`config.mk`:
```
export PLATFORM = sky130hd
export DESIGN_NAME = systolic_skew_feeder
export DESIGN_NICKNAME = d
export VERILOG_FILES = /design/src/rtl/systolic_skew_feeder.sv
export SDC_FILE = /design/constraint.sdc
export NUM_CORES = 1
export LEC_CHECK = 0
export CAP_MARGIN = 20
export CORE_MARGIN = 2
export CORE_UTILIZATION = 52
export DETAILED_ROUTE_END_ITERATION = 8
export PLACE_DENSITY = 0.83
export SYNTH_ARGS = -nofsm -noshare
export SYNTH_HDL_FRONTEND = slang
export SYNTH_SLANG_ARGS = --single-unit
```
`constraint.sdc`:
```
create_clock -name clk -period 8.65 [get_ports clk]
set_clock_uncertainty 0.1 [all_clocks]
set_input_delay 0.865 -clock clk [delete_from_list [all_inputs] [get_ports clk]]
set_output_delay 0.865 -clock clk [all_outputs]
set_load 0.005 [all_outputs]
```
`src/rtl/systolic_skew_feeder.sv`:
```
// ---------------------------------------------------------------------------
// systolic_skew_feeder
//
// Row-vector feeder for the west edge of the systolic array. Incoming N-lane
// vectors are buffered in a FIFO and released in whole tiles of TILE_K
// vectors. Lane i of each released vector is delayed i cycles (diagonal skew)
// so every PE row sees its operand on the correct wavefront. Each tile is
// followed by N-1 cycles of zero injection so the last wavefront can drain
// before the next tile starts. Everything except FIFO push advances only on
// edges where array_en is high.
//
// Ports
//   clk         clock, all state on posedge
//   reset       synchronous, active-high
//   in_data     N*DATA_WIDTH input vector, lane i = [i*DATA_WIDTH +: DATA_WIDTH]
//   in_valid    in_data valid
//   in_ready    FIFO can accept (push on in_valid && in_ready)
//   array_en    array-wide advance enable, stall when low
//   skew_data   skewed lanes to the array west edge
//   skew_valid  per-lane valid, travels with skew_data
//   tile_start  pulse: first vector of a tile popped
//   tile_done   pulse: last vector of the tile present on lane N-1
//   fifo_count  FIFO occupancy (only when SKEW_FEEDER_STATUS_EN is defined)
//
// Build option
//   SKEW_FEEDER_STATUS_EN  adds the fifo_count status port.
// ---------------------------------------------------------------------------
module systolic_skew_feeder #(
  parameter int N          = 4,
  parameter int DATA_WIDTH = 8,
  parameter int DEPTH      = 8,
  parameter int TILE_K     = 4
) (
  input  logic                    clk,
  input  logic                    reset,
  input  logic [N*DATA_WIDTH-1:0] in_data,
  input  logic                    in_valid,
  output logic                    in_ready,
  input  logic                    array_en,
  output logic [N*DATA_WIDTH-1:0] skew_data,
  output logic [N-1:0]            skew_valid,
  output logic                    tile_start,
  output logic                    tile_done
`ifdef SKEW_FEEDER_STATUS_EN
  ,
  output logic [$clog2(DEPTH):0]  fifo_count
`endif
);

  localparam int AW = $clog2(DEPTH);
  localparam int CW = AW + 1;
  localparam int VW = $clog2(TILE_K + 1);
  localparam int DW = $clog2(N);

  localparam logic [CW-1:0] FULL_CNT = CW'(DEPTH);
  localparam logic [CW-1:0] TILE_CNT = CW'(TILE_K);
  localparam logic [VW-1:0] LAST_VEC = VW'(TILE_K - 1);
  localparam logic [DW-1:0] LAST_DRN = DW'(N - 2);

  typedef enum logic [1:0] {
    S_IDLE   = 2'd0,
    S_STREAM = 2'd1,
    S_DRAIN  = 2'd2
  } state_t;

  // FIFO storage and control
  logic [N*DATA_WIDTH-1:0] r_mem [DEPTH];
  logic [AW-1:0]           r_wr_ptr;
  logic [AW-1:0]           r_rd_ptr;
  logic [CW-1:0]           r_count;
  logic                    w_full;
  logic                    w_push;
  logic                    w_pop;
  logic                    w_tile_avail;
  logic [N*DATA_WIDTH-1:0] w_head;

  // Tile sequencing
  state_t                  r_state;
  state_t                  w_state_nxt;
  logic [VW-1:0]           r_vec_cnt;
  logic [VW-1:0]           w_vec_cnt_nxt;
  logic [DW-1:0]           r_drn_cnt;
  logic [DW-1:0]           w_drn_cnt_nxt;
  logic                    w_start;
  logic                    w_done;
  logic                    r_tile_start;
  logic                    r_tile_done;

  assign w_full       = (r_count == FULL_CNT);
  // Ready deliberately ignores a same-cycle pop: a full FIFO never pushes.
  assign in_ready     = ~w_full & ~reset;
  assign w_push       = in_valid & in_ready;
  assign w_tile_avail = (r_count >= TILE_CNT);
  assign w_head       = r_mem[r_rd_ptr];

  // FIFO storage: data only, no reset needed
  always_ff @(posedge clk) begin
    if (w_push) begin
      r_mem[r_wr_ptr] <= in_data;
    end
  end

  always_ff @(posedge clk) begin
    if (reset) begin
      r_wr_ptr <= '0;
      r_rd_ptr <= '0;
      r_count  <= '0;
    end else begin
      if (w_push) begin
        r_wr_ptr <= r_wr_ptr + AW'(1);
      end
      if (w_pop) begin
        r_rd_ptr <= r_rd_ptr + AW'(1);
      end
      r_count <= r_count + CW'(w_push) - CW'(w_pop);
    end
  end

  // Sequencer state register
  always_ff @(posedge clk) begin
    if (reset) begin
      r_state      <= S_IDLE;
      r_vec_cnt    <= '0;
      r_drn_cnt    <= '0;
      r_tile_start <= 1'b0;
      r_tile_done  <= 1'b0;
    end else begin
      r_state      <= w_state_nxt;
      r_vec_cnt    <= w_vec_cnt_nxt;
      r_drn_cnt    <= w_drn_cnt_nxt;
      // Strobes are only raised on enabled edges, so a stall drops them to 0.
      r_tile_start <= w_start;
      r_tile_done  <= w_done;
    end
  end

  // Next-state / pop decode; nothing moves on a stalled edge
  always_comb begin
    w_state_nxt   = r_state;
    w_vec_cnt_nxt = r_vec_cnt;
    w_drn_cnt_nxt = r_drn_cnt;
    w_pop         = 1'b0;
    w_start       = 1'b0;
    w_done        = 1'b0;
    if (array_en) begin
      case (r_state)
        S_IDLE: begin
          if (w_tile_avail) begin
            w_pop   = 1'b1;
            w_start = 1'b1;
            if (TILE_K == 1) begin
              w_state_nxt   = S_DRAIN;
              w_drn_cnt_nxt = '0;
            end else begin
              w_state_nxt   = S_STREAM;
              w_vec_cnt_nxt = VW'(1);
            end
          end
        end
        S_STREAM: begin
          w_pop = 1'b1;
          // Entered from DRAIN with the counter at 0: this edge opens the tile.
          w_start = (r_vec_cnt == '0);
          if (r_vec_cnt == LAST_VEC) begin
            w_state_nxt   = S_DRAIN;
            w_drn_cnt_nxt = '0;
          end else begin
            w_vec_cnt_nxt = r_vec_cnt + VW'(1);
          end
        end
        S_DRAIN: begin
          if (r_drn_cnt == LAST_DRN) begin
            w_done = 1'b1;
            if (w_tile_avail) begin
              w_state_nxt   = S_STREAM;
              w_vec_cnt_nxt = '0;
            end else begin
              w_state_nxt = S_IDLE;
            end
          end else begin
            w_drn_cnt_nxt = r_drn_cnt + DW'(1);
          end
        end
        default: begin
          w_state_nxt = S_IDLE;
        end
      endcase
    end
  end

  assign tile_start = r_tile_start;
  assign tile_done  = r_tile_done;

  // Skew chains: lane i has i+1 register stages, stage 0 loads from the pop
  genvar gi;
  generate
    for (gi = 0; gi < N; gi++) begin : g_lane
      logic [DATA_WIDTH-1:0] r_lane_p [gi+1];
      logic [gi:0]           r_lane_vld_p;
      logic [DATA_WIDTH-1:0] w_lane_in;

      // Non-popping edges inject zero so invalid slots always read as zero.
      assign w_lane_in = w_pop ? w_head[gi*DATA_WIDTH +: DATA_WIDTH] : '0;

      always_ff @(posedge clk) begin
        if (reset) begin
          for (int s = 0; s <= gi; s++) begin
            r_lane_p[s]     <= '0;
            r_lane_vld_p[s] <= 1'b0;
          end
        end else if (array_en) begin
          r_lane_p[0]     <= w_lane_in;
          r_lane_vld_p[0] <= w_pop;
          for (int s = 1; s <= gi; s++) begin
            r_lane_p[s]     <= r_lane_p[s-1];
            r_lane_vld_p[s] <= r_lane_vld_p[s-1];
          end
        end
      end

      assign skew_data[gi*DATA_WIDTH +: DATA_WIDTH] = r_lane_p[gi];
      assign skew_valid[gi]                         = r_lane_vld_p[gi];
    end
  endgenerate

`ifdef SKEW_FEEDER_STATUS_EN
  assign fifo_count = r_count;
`endif

endmodule

```
Word level (Yosys, flattened, before mapping)
Memory sizes are Yosys's and may differ from the RTL's. A register that Yosys moved wholly into a read port is not among the register bits. Cells that the tools add are included.

Register bits after elaboration: 29. Input port bits: 36. Memory bits (writable): 336. Memory bits (read-only): 0. Memories kept: 5. Output and inout bits: 39. Latch bits: 0. Word-level logic and storage cells: 102.

Reductions and logical operators: 10. Magnitude comparators: 1. Shifts and indexed selects: 0. Add/sub/neg operators: 6. Equal/unequal tests: 11. Bitwise operators: 15. Multipliers: 0. Muxes and demuxes: 42. Div/mod/pow operators: 0.

Memory list: r_mem (words 8, width 32, rd ports 1, clocked after memory_dff 1, wr ports 1, line 67) `logic [N*DATA_WIDTH-1:0] r_mem [DEPTH];`; g_lane[3].r_lane_p (words 4, width 8, rd ports 4, clocked after memory_dff 0, wr ports 4, line 198) `logic [DATA_WIDTH-1:0] r_lane_p [gi+1];`; g_lane[2].r_lane_p (words 3, width 8, rd ports 3, clocked after memory_dff 0, wr ports 3, line 198); g_lane[1].r_lane_p (words 2, width 8, rd ports 2, clocked after memory_dff 0, wr ports 2, line 198); g_lane[0].r_lane_p (words 1, width 8, rd ports 1, clocked after memory_dff 0, wr ports 1, line 198).

Operators with widths (number): $mux W8 (14); $mux W3 (6); $mux W1 (12); $ne A2 B2 Y1 const B (6); $mux W2 (5); $add A3 B1 Y3 const B (3); $or A1 B1 Y1 (9); $pmux W3 S3 (1); $reduce_and A4 Y1 (2); $reduce_or A8 Y1 (1); $pmux W2 S3 (1); $reduce_and A6 Y1 (1); $add A4 B1 Y4 (1); $eq A2 B2 Y1 const B (2); $eq A4 B4 Y1 const B (1); $ge A4 B3 Y1 const B (1); $not A1 Y1 (4); $pmux W1 S2 (2); $pmux W2 S2 (1); $sub A4 B1 Y4 (1); $eq A3 B2 Y1 const B (1); $logic_not A3 Y1 (1); $reduce_bool A3 Y1 (1); $reduce_or A3 Y1 (1); other kinds (6) (7).

Depth between registers and ports, before layout
Depth after elaboration: 6. Depth in mapped cells: 12. Mapped depth without buffers: 12.

Worst setup path after synthesis
No wires, ideal clock.

Kind: input -> register. Start: input port reset. End: memory r_mem[0][0] (netlist name), enable pin. Path buffers: 1. Arrival time: 3.690 ns. Stages: 4. Data required time: 8.089 ns. Library setup time: 0.461 ns. Path slack: 4.399 ns. Path through: buf_4 -> nand3b_1 -> or2_2 -> nor3_1.

Word-level cells in the longest chain between the ends: 5.

Ends and longest elaborated chain: from (decl) (line 35) `input logic reset,`; $not A1 Y1 (line 91) `assign in_ready = ~w_full & ~reset;`; $and A1 B1 Y1 (line 91); $and A1 B1 Y1 (line 92) `assign w_push = in_valid & in_ready;`; $mux W1 (line 98) `if (w_push) begin`; $mux W1 (implied by the code) (line 99) `r_mem[r_wr_ptr] <= in_data;`; to (decl) (line 67).

No other way between the ends.

Worst setup path after layout
Start: register r_count[2]. End: output port in_ready.

Word-level cells in the longest chain between the ends: 3.

Ends and longest elaborated chain: from (decl) (line 70) `logic [CW-1:0] r_count;`; from (signal assigned) (line 115) `r_count <= r_count + CW'(w_push) - CW'(w_pop);`; $eq A4 B4 Y1 (line 89) `assign w_full = (r_count == FULL_CNT);`; $not A1 Y1 (line 91); $and A1 B1 Y1 (line 91); to (decl) (line 38) `output logic in_ready,`.

No other way between the ends.

==> results.md <==
Run status:
- The run finished with clean final reports.

Finish:
- Leaving out fill and tap cells, the most frequent cell in the layout is sky130_fd_sc_hd__edfxtp_1.
- The post-synthesis to final-layout area growth is 16.3%.
- The number of fill cells is 1727.
- For this run, the post-layout net count is 805.
- Cells with a size suffix above 1 make up 17.9% of the layout.
- The number of antenna diodes in the final layout is 0.
- The final non-filler cell area is 0.0160 mm².
- In the layout the commonest cells are sky130_fd_sc_hd__edfxtp_1, sky130_fd_sc_hd__clkdlybuf4s50_1, sky130_fd_sc_hd__mux4_2.

Synth:
- When the netlist entered floorplanning its net count stood at 730.
- After technology mapping, the gate count stands at 676.
- The share of flip-flops with an asynchronous set or reset is 0%.
- For this run, the number of Yosys warnings is 0.
- Among all flip-flop cells after synthesis, the most frequent one is sky130_fd_sc_hd__edfxtp_1.
- Each instance of the synthesized netlist takes up on average 20.3 µm².
- Counting flops with a built-in enable in the synthesized netlist gives 336.
- Yosys mapped the design onto 43 distinct sky130hd cell types.
- The total of flip-flops plus latches after synthesis is 362.
- The mapped cell area is 0.0138 mm².
- The sequential element share of the synthesized area is 77.2%.

Critical path:
- The number of buffers and inverters on the critical path is 2.
- The minimum setup slack among reg-to-reg paths is 5.86 ns.
- The largest driver fanout on the critical path is 6.
- The data arrival time of the worst path is 2.18 ns.
- The startpoint identified for the worst register-to-register timing path is r_state[0].
- The category of the critical setup timing path is flop to primary output.
- The cell with the biggest individual delay on the critical path is sky130_fd_sc_hd__or3b_2.
- The worst setup path is launched from a flop.
- In this run the worst setup path begins at r_count[2].
- On the worst path, the slowest cell contributes a delay of 0.52 ns.
- The kind of cell adding the most delay to the critical path is simple AND/OR/NAND/NOR gates.
- The endpoint required time on the critical path is 7.69 ns.
- The signal on the critical path passes through inv_1, ha_1, or3b_2, nor2b_1, clkdlybuf4s50_1.
- The endpoint kind of the worst setup timing path is a primary output.

Placement:
- Port buffering added 74 buffers.
- The final estimated routing congestion in global placement is 0.707.
- The total cell area at the placement stage is 0.0148 mm².
- After legalization and detailed placement, the total HPWL measured 13.2 mm.

Drt:
- Detailed routing inserted a total of 6320 vias.
- The total wire length after detailed routing is 25.5 mm.
- The detailed-route DRC error count is 0.
- The detail-routed net length per standard cell is 22.9 µm.
- The count of TritonRoute iterations in the first routing pass is 6.
- After the first detailed-routing iteration, the DRC count stood at 585.
- Once detail routing completed, the nets flagged for antenna violations numbered 0.
- In the routed layout, each cell is associated on average with a via count of 5.68.

Worst hold path:
- In this run the most critical hold path is launched from r_vec_cnt[2].
- The tightest min-delay check is of the flop to flop type.

Die:
- The initial utilization of the core area, before any placement, comes to 52.9%.
- The floorplan die area is 0.0278 mm².
- The number of top-level pins is 75.
- The total area inside the core boundary comes to 0.0260 mm².
- The floorplan has 59 rows.
- The width of the die is 167 µm.
- The die is 167 µm tall.

CTS:
- The clock root buffer is sky130_fd_sc_hd__clkbuf_16.
- The worst-skew pair later-pin latency is 0.51 ns.
- For this design, the sink count on the clock tree is 362.
- After clock tree synthesis, the repair step resized 0 gates.
- The clock edge transition at the registers on the reported setup and hold paths is 0.06 ns.
- The post-CTS setup buffer count is 0.
- The CTS tree is done.
- The deepest level of the CTS H-tree is 2.
- The CTS buffer count is 35.
- The clock passes through at most 3 buffers.
- The number of hold-repair buffers added at the cts stage is 0.

STA:
- The final count of pins violating max slew is 0.
- For the pin with the worst max-slew slack, the measured transition is 1.07 ns.
- The post-layout minimum cycle time is 3.14 ns.
- In this run the tightest slew margin relative to its limit is 28.6%.
- After layout, the worst path uses 36.3% of the clock period.
- Setup repair after global routing left no endpoint under its margin.
- The number of hold-slack violations in the final timing report is 0.
- The final count of negative-setup-slack endpoints is 0.
- Derived from the worst setup path, the maximum achievable clock frequency is 0.318 GHz.
- The final setup TNS is 0 ns.

Global routing:
- Entering global routing, the biggest net connects 81 pins.
- The number of antenna violations at the first check in global routing was 1.
- Global routing used 18.2% of the available tracks.
- The total global routing overflow is 0.
- The first global-routing pass estimated 38.5 mm of wire.
- The number of global-route vias before repair is 6643.

Pwr:
- Power spread over the standard cell area amounts to 261 mW/mm².
- IR analysis of the VDD net gives a maximum drop of 0.177 mV.
- Summed over all cells, the static leakage comes to 5.29 nW.

Job:
- Across the run, the number of max-cap violations was 0.
## logic make-up after synthesis
group,after synthesis,synth area share [%]
flops,362,77.2
buf+inv,64,2.49
fa+ha+maj,18,1.69
simple gates,108,4.51
mux,71,11.0
xor+xnor,6,0.382
compound gates,47,2.77
## power breakdown
| group | switching [mW] | internal, mW |
|---|---|---|
| Combinational | 0.302 | 0.328 |
| Clock | 0.614 | 0.829 |
| Sequential | 0.0692 | 2.03 |
| Total | 0.985 | 3.19 |
## registers in the layout, indices dropped and copies added, names as in the netlist, named ones only
| signal | flops |
|---|---|
| r_wr_ptr | 3 |
| tile_start | 1 |
| tile_done | 1 |
| r_rd_ptr | 3 |
| r_state | 2 |
| r_count | 4 |
| g_lane.r_lane_p | 80 |
| r_mem | 256 |
| g_lane.r_lane_vld_p | 4 |
| r_vec_cnt | 3 |
| r_drn_cnt | 2 |
## cell usage after synthesis, drive strengths merged, types with 2 or more instances
master / n / area (µm²)
nor2: 23 / 86.3
nor2b: 6 / 37.5
dfxtp: 26 / 521
inv: 15 / 56.3
nor3: 2 / 10.0
o21ai: 2 / 10.0
a21oi: 7 / 35.0
a22o: 32 / 280
mux4: 64 / 1440
and2: 48 / 300
clkbuf: 14 / 52.6
nand2: 8 / 30.0
or2: 2 / 12.5
nand4: 2 / 18.8
ha: 17 / 213
buf: 35 / 234
nand3: 2 / 10.0
nand2b: 5 / 31.3
edfxtp: 336 / 10100
xor2: 5 / 43.8
nand3b: 2 / 15.0
mux2i: 6 / 60.1
## tightest hold or removal path: stages, from the launching register on
cell and delay, ns:
sky130_fd_sc_hd__dfxtp_1 0.31, sky130_fd_sc_hd__nand2_1 0.06, sky130_fd_sc_hd__a21oi_1 0.06
## final timing paths
kind / end / cells after the start
hold reg to reg: r_vec_cnt[2] / 2
setup / recovery: in_ready / 5
hold / removal: r_vec_cnt[2] / 2
setup reg to reg: r_count[2] / 12
## metrics by stage
| step | setup slack [ns] | util, % | power [mW] | hold WS [ns] | instances |
|---|---|---|---|---|---|
| 2_1_floorplan | 4.40 | - | 2.58 | 0.331 | 676 |
| 3_3_place_gp | 5.09 | 56.8 | 2.74 | 0.345 | 1043 |
| 3_5_place_dp | 4.99 | 56.8 | 2.76 | 0.373 | 1043 |
| 4_1_cts | 5.47 | 60.9 | 4.20 | 0.388 | 1107 |
| 5_1_grt | 5.31 | 61.6 | 4.32 | 0.399 | 1113 |
| 6_report | 5.51 | 61.6 | 4.17 | 0.374 | 1113 |
## per-layer routing
metal	part of all wire, %	up-vias	track usage, %
met5	0.047	-	0
met4	3.0	2	6.56
met3	5.4	53	3.33
met2	53	217	32.2
met1	38	3237	22.7
li1	-	2811	-
## cell type report
type	instances	area, µm²	area share, %
tap	335	419	2.62
clock buffer	47	942	5.89
sequential	362	10600	66.4
timing repair buffer	87	951	5.94
clock inverter	17	141	0.884
multi-input combinational	250	2870	17.9
inverter	15	56.3	0.352
(Power assumes the default switching activity.)
==> patch 1, RTL diff (same settings) <==
Reset style: asynchronous (`reset`), changed in 3 clocked blocks.
--- a/src/rtl/systolic_skew_feeder.sv
+++ b/src/rtl/systolic_skew_feeder.sv
@@ -100,7 +100,7 @@
     end
   end
 
-  always_ff @(posedge clk) begin
+  always_ff @(posedge clk or posedge reset) begin
     if (reset) begin
       r_wr_ptr <= '0;
       r_rd_ptr <= '0;
@@ -117,7 +117,7 @@
   end
 
   // Sequencer state register
-  always_ff @(posedge clk) begin
+  always_ff @(posedge clk or posedge reset) begin
     if (reset) begin
       r_state      <= S_IDLE;
       r_vec_cnt    <= '0;
@@ -202,7 +202,7 @@
       // Non-popping edges inject zero so invalid slots always read as zero.
       assign w_lane_in = w_pop ? w_head[gi*DATA_WIDTH +: DATA_WIDTH] : '0;
 
-      always_ff @(posedge clk) begin
+      always_ff @(posedge clk or posedge reset) begin
         if (reset) begin
           for (int s = 0; s <= gi; s++) begin
             r_lane_p[s]     <= '0;
Behaviour: not the same (Yosys sat finds a counterexample within 10 cycles, from zero or initial values and one cycle with reset high; the reset may be asserted at any time).
==> patch 1 against the unedited design <==
  * Worst setup slack worse by 0.29 ns
  * Synthesized area up 3.0%
  * Cell area up 1.8%
  * Sequential cell count down 3
  * Non-clock buffer count up 2
  * Die area up 2.9%
  * Wire length up 2.0%
  * Critical endpoint unchanged
Power is not compared: it rests on default switching activity, and its combinational part moved more than twofold at a synthesized area within 25%.
==> patch 1: results (changes against the unedited design) <==
| Metric | Value |
|---|---|
| Multiplexer share of the synthesized area | 0.152 (was 0.110) |
| Number of filler cells placed in the layout | 1879 (was 1727) |
| Antenna violations before repair | 0 (was 1) |
| Hpwl dp | 15.2 mm (was 13.2 mm) |
| Via count of the first global-routing pass | 7413 (was 6643) |
| Reg-to-Reg End | g_lane[2].r_lane_p[19] (was r_count[2]) |
| Post-synth EDFFs | 256 (was 336) |
| Number of DRC violations after detailed-routing iteration 0 | 561 (was 585) |
| Xor and xnor fraction of the mapped netlist area | 0.00371 (was 0.00382) |
| Wirelength, routed | 26.0 mm (was 25.5 mm) |
| Hold endpoint | r_count[0] (was r_vec_cnt[2]) |
| Synthesized netlist net count | 843 (was 730) |
| Gr usage total | 0.188 (was 0.182) |
| Reg-to-reg setup timing slack | 5.78 ns (was 5.86 ns) |
| Data arrival time of the critical path | 2.47 ns (was 2.18 ns) |
| M1 WL | 11.1 mm (was 9.77 mm) |
| Cell depth of the worst min-delay path | 1 (was 2) |
| Inserted Clock Buffers | 36 (was 35) |
| Number of warnings reported in the yosys synthesis log | 0 (unchanged) |
| Top cells by area, synth | sky130_fd_sc_hd__edfxtp_1 54%, sky130_fd_sc_hd__dfrtp_1 18%, sky130_fd_sc_hd__mux2_2 9.5% (was sky130_fd_sc_hd__edfxtp_1 73%, sky130_fd_sc_hd__mux4_2 10%, sky130_fd_sc_hd__dfxtp_1 3.8%) |
| Most frequent cells after synthesis | 256 x sky130_fd_sc_hd__edfxtp_1, 119 x sky130_fd_sc_hd__mux2_2, 103 x sky130_fd_sc_hd__dfrtp_1 (was 336 x sky130_fd_sc_hd__edfxtp_1, 64 x sky130_fd_sc_hd__mux4_2, 48 x sky130_fd_sc_hd__and2_1) |
| Clock-pin transition on the worst setup and hold timing paths | 0.06 ns (about the same) |
| Outcome | completed (unchanged) |
| Wire length on met3 | 1.34 mm (was 1.38 mm) |
| Post-synthesis async set-or-reset flop share | 0.287 (was 0) |
| Worst-path maximum fanout | 40 (was 6) |
| Detail Route met2 WL | 13.0 mm (was 13.6 mm) |
| Met2 Use GR | 0.310 (was 0.322) |
| Fraction of met3 tracks used by global routing | 0.0276 (was 0.0333) |
| Complex-gate fraction of the synthesized area | 0.0383 (was 0.0277) |
| Worst reg2reg path startpoint | r_rd_ptr[0] (was r_state[0]) |
| GR met1 Demand/Resource | 0.260 (was 0.227) |
| Wire length of the first global-routing pass | 41.5 mm (was 38.5 mm) |
| Fraction of layout instances using a drive strength above 1 | 0.255 (was 0.179) |
| Distinct cells, synth | 40 (was 43) |
| Net count reported at finish | 907 (was 805) |
| Synth Area in Adders | 0.0164 (was 0.0169) |
| Max_slew headroom | 0.282 (was 0.286) |
| Share of synthesized area occupied by flip-flops and latches | 0.725 (was 0.772) |
| Final worst hold slack | 0.401 ns (was 0.374 ns) |
| Weighted congestion reported at the end of routability-driven placement | 0.733 (was 0.707) |
| R2R depth | 4 (was 12) |
| Startpoint of the worst hold path | r_count[0] (was r_vec_cnt[2]) |
| Detailed-route via count | 7049 (was 6320) |
==> patch 1: cell count changes in the layout (fill, tap and decap cells not counted), moves of 9 or more <==
cell,unedited run,this run
sky130_fd_sc_hd__mux2_2,1,119
sky130_fd_sc_hd__nor2_1,17,33
sky130_fd_sc_hd__edfxtp_1,336,256
sky130_fd_sc_hd__mux4_1,0,10
sky130_fd_sc_hd__mux4_2,64,22
sky130_fd_sc_hd__o32ai_1,0,32
sky130_fd_sc_hd__buf_4,7,16
sky130_fd_sc_hd__a22o_1,32,0
sky130_fd_sc_hd__inv_1,15,47
sky130_fd_sc_hd__dfrtp_1,0,101
sky130_fd_sc_hd__and2_1,48,1
sky130_fd_sc_hd__dfxtp_1,24,0
sky130_fd_sc_hd__o22ai_1,0,32
==> patch 1: worst max-delay path, stage by stage <==
cell and delay [ns]:
sky130_fd_sc_hd__clkdlybuf4s50_1 0.46, sky130_fd_sc_hd__inv_4 0.42, sky130_fd_sc_hd__and2_1 0.21, sky130_fd_sc_hd__clkdlybuf4s50_1 0.50
==> patch 1: stage by stage <==
step / power [W] / setup WS (ns) / instances / area [um^2]
detailed placement: 0.00372 / 5.01 / 1156 / 15100
floorplan: 0.00336 / 3.76 / 789 / 14200
finish: 0.00527 / 5.21 / 1220 / 16300
CTS: 0.00532 / 5.16 / 1220 / 16300
global route: 0.00553 / 5.09 / 1220 / 16300
global placement: 0.00367 / 5.02 / 1156 / 15100
==> patch 1: final cells by class <==
class                   count  area share
flip-flops and latches    359       0.631
repair buffers             89      0.0522
multi-input cells         319       0.205
clock buffers              46      0.0602
well taps                 341      0.0262
clock inverters            18      0.0144
inverters                  48      0.0112
==> patch 2, RTL diff (config.mk and constraints unchanged) <==
Made on the original files. Change the parameter `N` from 4 to 2.
--- a/src/rtl/systolic_skew_feeder.sv
+++ b/src/rtl/systolic_skew_feeder.sv
@@ -26,7 +26,7 @@
 //   SKEW_FEEDER_STATUS_EN  adds the fifo_count status port.
 // ---------------------------------------------------------------------------
 module systolic_skew_feeder #(
-  parameter int N          = 4,
+  parameter int N          = 2,
   parameter int DATA_WIDTH = 8,
   parameter int DEPTH      = 8,
   parameter int TILE_K     = 4
Interface: changed (resized in_data, skew_data and skew_valid); port bits go from 75 to 41. No check against the original RTL was run, so the function may have changed too.
==> patch 2 against the unedited design <==
  * Synthesized cell count shrank 42%
  * Worst setup slack worse by 0.24 ns
  * Global-route usage is 0.11 points higher
  * Wire length decreased by 52%
  * Power decreased by 50%
  * Cell area shrank 50%
  * Sequential cell count down 188
  * Die area down 48%
  * Sequential power shrank 52%
  * Synthesized area decreased by 49%
  * Critical path type is now input port to flop
  * Highest routed layer is now met4
==> patch 2: results (changes against the unedited design) <==
| Metric | Value |
|---|---|
| Synthesized netlist net count | 428 (was 730) |
| Port-buffer cells | 40 (was 74) |
| Wirelength, routed | 12.1 mm (was 25.5 mm) |
| Proportion of netlist area held by the largest area contributor | 0.656 (was 0.734) |
| Largest stage delay on the critical path | 0.78 ns (was 0.52 ns) |
| Net count reported at finish | 471 (was 805) |
| Hpwl dp | 7.11 mm (was 13.2 mm) |
| Leakage power | 2.82 nW (was 5.29 nW) |
| Via count of the first global-routing pass | 3563 (was 6643) |
| Fraction of layout instances using a drive strength above 1 | 0.139 (was 0.179) |
| Insertion delay to the later sink of the worst-skew pair | 0.43 ns (was 0.51 ns) |
| Weighted congestion reported at the end of routability-driven placement | 0.740 (was 0.707) |
| Top cells by area, synth | sky130_fd_sc_hd__edfxtp_1 66%, sky130_fd_sc_hd__dfxtp_1 6.3%, sky130_fd_sc_hd__mux4_1 6.0% (was sky130_fd_sc_hd__edfxtp_1 73%, sky130_fd_sc_hd__mux4_2 10%, sky130_fd_sc_hd__dfxtp_1 3.8%) |
| Biggest regs | r_mem (128), g_lane.r_lane_p (24), r_count (4) (was r_mem (256), g_lane.r_lane_p (80)) |
| Antenna violations before repair | 0 (was 1) |
| Gr usage total | 0.183 (was 0.182) |
| Reg-to-reg setup timing slack | 5.90 ns (was 5.86 ns) |
| Worst-path maximum fanout | 23 (was 6) |
| Reg-to-Reg End | r_mem[4][6] (was r_count[2]) |
| Hold endpoint | g_lane[1].r_lane_vld_p[0] (was r_vec_cnt[2]) |
| Distinct cells, synth | 38 (was 43) |
| Maximum number of buffers from clock root to sink | 2 (was 3) |
| Depth of the CTS H-tree | 4 (was 2) |
| Largest voltage drop on the vdd net | 119 uV (was 177 uV) |
| Inserted Clock Buffers | 17 (was 35) |
| Topmost layer with routed signal wires | met4 (was met5) |
| Outcome | completed (unchanged) |
| R2R depth | 7 (was 12) |
==> patch 2: changes by cell type after synthesis, moves of 11 or more <==
cell,before,now
sky130_fd_sc_hd__edfxtp_1,336,152
sky130_fd_sc_hd__inv_1,15,46
sky130_fd_sc_hd__mux4_1,0,16
sky130_fd_sc_hd__and2_1,48,9
sky130_fd_sc_hd__o22ai_1,0,16
sky130_fd_sc_hd__clkbuf_1,14,3
sky130_fd_sc_hd__a22o_1,32,0
sky130_fd_sc_hd__mux4_2,64,16
==> patch 2: through the flow <==
stage	total power [W]	std cells	cell area [um^2]
6_report	0.00209	622	8010
5_1_grt	0.00218	622	8010
4_1_cts	0.00209	621	7990
3_5_place_dp	0.00142	590	7470
3_3_place_gp	0.00140	590	7470
2_1_floorplan	0.00133	391	6950
==> patch 2: cell type report <==
| class | count | area (um^2) |
|---|---|---|
| fill | 904 | 5130 |
| inverter | 46 | 173 |
| clock inverter | 13 | 91.3 |
| multi-input combinational | 147 | 1620 |
| tap | 176 | 220 |
| sequential | 174 | 5010 |
| clock buffer | 18 | 429 |
| timing repair buffer | 48 | 473 |
==> patch 2: power breakdown <==
group | switching [W] | internal [W] | leakage [nW]
clock | 0.000310 | 0.000365 | 0.241
combinational | 0.000193 | 0.000206 | 0.979
sequential | 0.0000369 | 0.000975 | 1.60
==> patch 2: how the worst max path moves through the flow <==
stage / from / to / slack, ns / cells after the start
floorplan: reset / r_mem[0][0] / 5.67 / 3
global placement: reset / r_mem[4][12] / 4.91 / 5
detailed placement: reset / r_mem[4][5] / 4.80 / 5
CTS: reset / r_mem[4][6] / 5.23 / 5
global route: reset / r_mem[4][6] / 5.12 / 5
finish: reset / r_mem[4][6] / 5.26 / 5
==> patch 2: kinds of logic after synthesis <==
kind of cell | synth area share
compound gates | 0.0295
fa+ha+maj | 0.0317
simple gates | 0.0417
mux | 0.120
flops | 0.720
xor+xnor | 0.00756
buf+inv | 0.0500
==> patch 2: routing by layer <==
layer | vias to the layer above | track usage
met1 | 1783 | 0.221
met4 | 0 | 0.0846
met5 | - | 0
met3 | 20 | 0.0456
met2 | 100 | 0.312
li1 | 1559 | -
==> patch 2: critical path: cells and delay by family <==
kind / cells / cell delay [ns]
buffers and inverters: 2 / 1.11
AND/OR/NAND/NOR: 3 / 1.43
